**config.mk**
```make
export PLATFORM = sky130hd
export DESIGN_NAME = gpu_rect_fill
export DESIGN_NICKNAME = d
export VERILOG_FILES = /design/src/rtl/gpu_rect_fill.sv
export SDC_FILE = /design/constraint.sdc
export NUM_CORES = 1
export LEC_CHECK = 0
export ABC_CLOCK_PERIOD_IN_PS = 3900
export CORE_MARGIN = 2
export CORE_UTILIZATION = 41
export CTS_CLUSTER_DIAMETER = 100
export DETAILED_ROUTE_END_ITERATION = 7
export SLEW_MARGIN = 20
export SYNTH_ARGS = -nofsm -noshare
export SYNTH_HDL_FRONTEND = slang
export SYNTH_SLANG_ARGS = --single-unit
```
**constraint.sdc**
```tcl
create_clock -name clk -period 3.9 [get_ports clk]
set_clock_uncertainty 0.2 [all_clocks]
set_input_delay 0.585 -clock clk [delete_from_list [all_inputs] [get_ports clk]]
set_output_delay 0.585 -clock clk [all_outputs]
set_load 0.005 [all_outputs]
```
**src/rtl/gpu_rect_fill.sv**
```systemverilog
// Rectangle fill engine: takes one (x, y, w, h, colour) command at a time,
// clips it to the framebuffer and emits one pixel write per accepted cycle
// in raster order. The write port holds while the framebuffer stalls.
module gpu_rect_fill #(
  parameter int FB_W = 320,
  parameter int FB_H = 200,
  parameter int XW   = 9,
  parameter int YW   = 8
) (
  input  logic          clk,
  input  logic          rst,
  input  logic          cmd_valid,
  output logic          cmd_ready,
  input  logic [XW-1:0] cmd_x,
  input  logic [YW-1:0] cmd_y,
  input  logic [XW-1:0] cmd_w,
  input  logic [YW-1:0] cmd_h,
  input  logic          cmd_color,
  output logic          fb_we,
  output logic [XW-1:0] fb_x,
  output logic [YW-1:0] fb_y,
  output logic          fb_color,
  input  logic          fb_stall,
  output logic          busy,
  output logic          done
);

  typedef enum logic [1:0] {IDLE, FILL, FINISH} state_t;

  // Clip bounds carry one extra bit so x+w / y+h never wrap before the min.
  localparam logic [XW:0] FBW_E = (XW+1)'(FB_W);
  localparam logic [YW:0] FBH_E = (YW+1)'(FB_H);

  state_t        state, state_nxt;
  logic [XW-1:0] x0, x0_nxt;
  logic [XW:0]   xe, xe_nxt;
  logic [YW:0]   ye, ye_nxt;
  logic          fb_we_nxt, fb_color_nxt;
  logic [XW-1:0] fb_x_nxt;
  logic [YW-1:0] fb_y_nxt;

  logic [XW:0]   sum_x, x_inc;
  logic [YW:0]   sum_y, y_inc;
  logic          accept, empty;

  assign cmd_ready = (state == IDLE) && rst;
  assign busy      = (state != IDLE);
  assign done      = (state == FINISH);

  assign accept = cmd_valid && cmd_ready;
  assign sum_x  = {1'b0, cmd_x} + {1'b0, cmd_w};
  assign sum_y  = {1'b0, cmd_y} + {1'b0, cmd_h};
  assign x_inc  = {1'b0, fb_x} + (XW+1)'(1);
  assign y_inc  = {1'b0, fb_y} + (YW+1)'(1);
  assign empty  = (cmd_w == '0) || (cmd_h == '0) ||
                  ({1'b0, cmd_x} >= FBW_E) || ({1'b0, cmd_y} >= FBH_E);

  // State and registered write-port outputs.
  always_ff @(posedge clk or negedge rst) begin
    if (!rst) begin
      state    <= IDLE;
      x0       <= '0;
      xe       <= '0;
      ye       <= '0;
      fb_we    <= 1'b0;
      fb_x     <= '0;
      fb_y     <= '0;
      fb_color <= 1'b0;
    end else begin
      state    <= state_nxt;
      x0       <= x0_nxt;
      xe       <= xe_nxt;
      ye       <= ye_nxt;
      fb_we    <= fb_we_nxt;
      fb_x     <= fb_x_nxt;
      fb_y     <= fb_y_nxt;
      fb_color <= fb_color_nxt;
    end
  end

  // Next state: latch/clip on accept, raster-step on each accepted write.
  always_comb begin
    state_nxt    = state;
    x0_nxt       = x0;
    xe_nxt       = xe;
    ye_nxt       = ye;
    fb_we_nxt    = fb_we;
    fb_x_nxt     = fb_x;
    fb_y_nxt     = fb_y;
    fb_color_nxt = fb_color;
    case (state)
      IDLE: begin
        if (accept) begin
          x0_nxt       = cmd_x;
          xe_nxt       = (sum_x < FBW_E) ? sum_x : FBW_E;
          ye_nxt       = (sum_y < FBH_E) ? sum_y : FBH_E;
          fb_color_nxt = cmd_color;
          if (empty) begin
            state_nxt = FINISH;
          end else begin
            state_nxt = FILL;
            fb_we_nxt = 1'b1;
            fb_x_nxt  = cmd_x;
            fb_y_nxt  = cmd_y;
          end
        end
      end
      FILL: begin
        // Stalled writes simply hold everything.
        if (fb_we && !fb_stall) begin
          if (x_inc < xe) begin
            fb_x_nxt = x_inc[XW-1:0];
          end else if (y_inc < ye) begin
            fb_x_nxt = x0;
            fb_y_nxt = y_inc[YW-1:0];
          end else begin
            fb_we_nxt = 1'b0;
            state_nxt = FINISH;
          end
        end
      end
      FINISH:  state_nxt = IDLE;
      default: state_nxt = IDLE;
    endcase
  end

endmodule

```
==> impl_results.md <==
- # rows: 34
- Cell-by-cell listing of the critical path: ha_1, nand3_1, xnor2_1, ha_1, and3_1, o311a_1, a311oi_2, buf_4, a22o_1, a21o_2, o2bb2ai_1
- Worst flop-to-flop path startpoint: fb_x[0]
- Number of CTS-inserted buffers: 5
- Critical Path End Type: flip-flop
- Clock Sinks: 49
- Total of hold buffers inserted after clock tree synthesis: 0
- Port-buffer cells: 60
- Pin count of the biggest net entering global routing: 50
- Arrival time of data at the critical path endpoint: 3.42 ns
- Share of the core filled with cells in the final layout: 51.9%
- Remaining DRCs: 0
- Final ANT Viol Nets: 0
- Final period demand of the worst path: 3.40 ns
- Dpl cell area: 4440 sq um
- Buf/Inv on CP: 1
- Number of top-level pins: 61
- Width of the die: 99.0 microns
- Final cycle utilization of the critical path: 87.2%
- Full die area: 9810 sq um
- Endpoints failing hold: 0
- Effective utilization at floorplan: 42.5%
- Worst setup path endpoint: fb_y[1]
- Final wirelength: 9.60 mm
- Height of the chip: 99.0 microns
- Maximum fanout along the worst path: 11
- Worst path required time: 3.92 ns
- Overall power: 2.92 mW
- Number of cells on the critical path: 11
- Number of global-route vias before repair: 3344
- Largest stage delay, worst path: 0.53 ns
- Register-to-register setup slack: 0.50 ns
- Biggest area contributors in the synthesized netlist: sky130_fd_sc_hd__dfrtp_1 (33%), sky130_fd_sc_hd__ha_1 (12%), sky130_fd_sc_hd__nand2_1 (6.3%), sky130_fd_sc_hd__a21oi_1 (3.0%), sky130_fd_sc_hd__mux2_1 (2.7%)
- Wirelength per Cell: 16.4 microns
- Area of the mapped netlist: 3700 sq um
- Destination of the worst register-to-register timing path: fb_y[1]
- Per-instance average area after synthesis: 8.96 sq um
- Number of synthesized flops with an enable pin: 0
- Clock transition time at the flip-flop clock pins of the worst setup and hold paths: 0.09 ns
- Number of H-tree levels: 2
- Final number of max-transition violations: 0
- Post-route setup TNS: 0 ns
- Drt first-iter violations: 146
- Global-route wire length before repair: 16.1 mm
- Number of nets at the end of the flow: 553
- Routed wl met3: 361 microns
- Type of the tightest min-delay check: input port to async pin
- Max Root-Sink Buffers: 2
- CTS-repair resized insts: 0
- Power per cell area: 646 nW/um^2
- Max-cap violations: 0
- Worst hold slack across all endpoints: 0.211 ns
- Most common cell after layout, fill and taps aside: sky130_fd_sc_hd__nand2_1
- Grt total ovfl: 0
- Antenna cells: 0
- Final cell area excluding filler cells: 4520 sq um
- Area growth from synthesis to layout: 22.1%
- Number of flip-flops and latches in the synthesized netlist: 49
- Final setup vio count: 0
- WS Path Type: flip-flop to flip-flop
- Proportion of register bits with asynchronous set or reset after synthesis: 100%
- GPL Wtd Cong: 0.806
- Largest delay contributor family on the critical path: compound AO/OA/AOI/OAI gates
- Result of the run: completed
- Number of antenna violations at the first check in global routing: 0
- Worst ir drop on vdd: 0.318 mV
- Unique masters post-synth: 60
- Leakage dissipation: 2.09 nW
- Critical path's most frequent cell: sky130_fd_sc_hd__ha_1
- Global Route Usage Sum: 20.3%
- Area share of the leading cell type in the synthesized netlist: 33.1%
- Unrepaired setup endpoints after global routing: false
- Commonest cells after routing, fill and taps aside: sky130_fd_sc_hd__nand2_1 (62), sky130_fd_sc_hd__clkdlybuf4s50_1 (59), sky130_fd_sc_hd__dfrtp_1 (49)
- Worst Setup Start Kind: flip-flop
- Setup bufs post-CTS: 0
- Met1 Routed Length: 4.16 mm
- Slew margin rel.: 56.4%
- Post-detail-place hpwl: 7.52 mm
- Clock Tree Root: sky130_fd_sc_hd__clkbuf_8
- Number of vias per cell after detailed routing: 5.52
- Met2 routed wirelength: 4.97 mm
- Yosys warning total: 0
- Top layer reached by signal wires: met4
- Number of iterations in the first detailed-routing pass: 4
- Net count after synthesis: 490
- Proportion of synthesized chip area in sequential cells: 33.1%
- Actual transition at the worst max-transition pin: 0.651 ns
- Cell taking the most area after synthesis: sky130_fd_sc_hd__dfrtp_1
- Skew-Pair Late Insertion Delay: 0.30 ns
- Worst setup startpoint: fb_x[0]
- Highest achievable clock rate: 294 MHz
- Total number of vias: 3230
- Share of post-route cells with drive strength above 1: 6.50%
- TritonCTS clock tree: done
- Floorplan core area: 8720 sq um
- Crit-path slowest cell: sky130_fd_sc_hd__dfrtp_1
- Post-Synthesis Cells: 413
- FF-to-FF path depth: 11
- Post-synth top flop: sky130_fd_sc_hd__dfrtp_1
## how the worst min path moves through the flow
stage | end | cells after the start
after floorplan | fb_color | 0
after global placement | x0[3] | 2
after detailed placement | x0[1] | 2
after CTS | x0[0] | 2
after global routing | x0[2] | 2
final | x0[0] | 2
## kinds of logic (layout without fill, tap and decap cells)
family / after synthesis / after routing / synth area share, %
simple gates: 147 / 147 / 20.0
compound gates: 103 / 103 / 19.7
flops: 49 / 49 / 33.1
fa+ha+maj: 38 / 38 / 13.2
buf+inv: 38 / 102 / 4.09
xor+xnor: 20 / 20 / 4.73
mux: 18 / 18 / 5.17
## state kept, by name (all words and copies together), names as in the netlist
signal / cells
fb_x: 9
ye: 9
fb_we: 1
fb_color: 1
state: 2
x0: 9
xe: 10
fb_y: 8
## per-layer routing
layer,GRT usage [%],vias up
met5,0,-
met4,4.43,0
met3,2.91,9
met2,37.3,78
met1,25.1,1532
li1,-,1611
## per-stage QoR
| stage | instances | worst slack, ns |
|---|---|---|
| final | 585 | 0.501 |
| after global placement | 577 | 0.548 |
| after global routing | 585 | 0.246 |
| after CTS | 585 | 0.497 |
| after detailed placement | 577 | 0.526 |
| after floorplan | 413 | 0.886 |
## layout make-up
class	count	area, sq um
clock inverter	2	10.0
multi-input combinational	326	2320
timing repair buffer	68	656
sequential	49	1230
fill	839	4200
tap	108	135
clock buffer	6	72.6
inverter	26	97.6
## cell usage after synthesis (all sizes together) (8+ instances only)
| master | count |
|---|---|
| mux2 | 9 |
| o2bb2ai | 8 |
| o21ai | 21 |
| xnor2 | 11 |
| dfrtp | 49 |
| nor2 | 17 |
| ha | 36 |
| inv | 26 |
| o22ai | 9 |
| clkbuf | 9 |
| a21oi | 24 |
| mux2i | 9 |
| nand2 | 63 |
| xor2 | 9 |
| nand2b | 10 |
| a22oi | 9 |
| nand3 | 14 |
## power breakdown
| part | leakage, nW | internal, mW | total [mW] | switching, mW |
|---|---|---|---|---|
| Combinational | 1.43 | 0.846 | 1.70 | 0.852 |
| Sequential | 0.609 | 0.733 | 0.933 | 0.200 |
| Clock | 0.0450 | 0.125 | 0.290 | 0.166 |
| Total | 2.09 | 1.70 | 2.92 | 1.22 |
(Power assumes the default switching activity.)
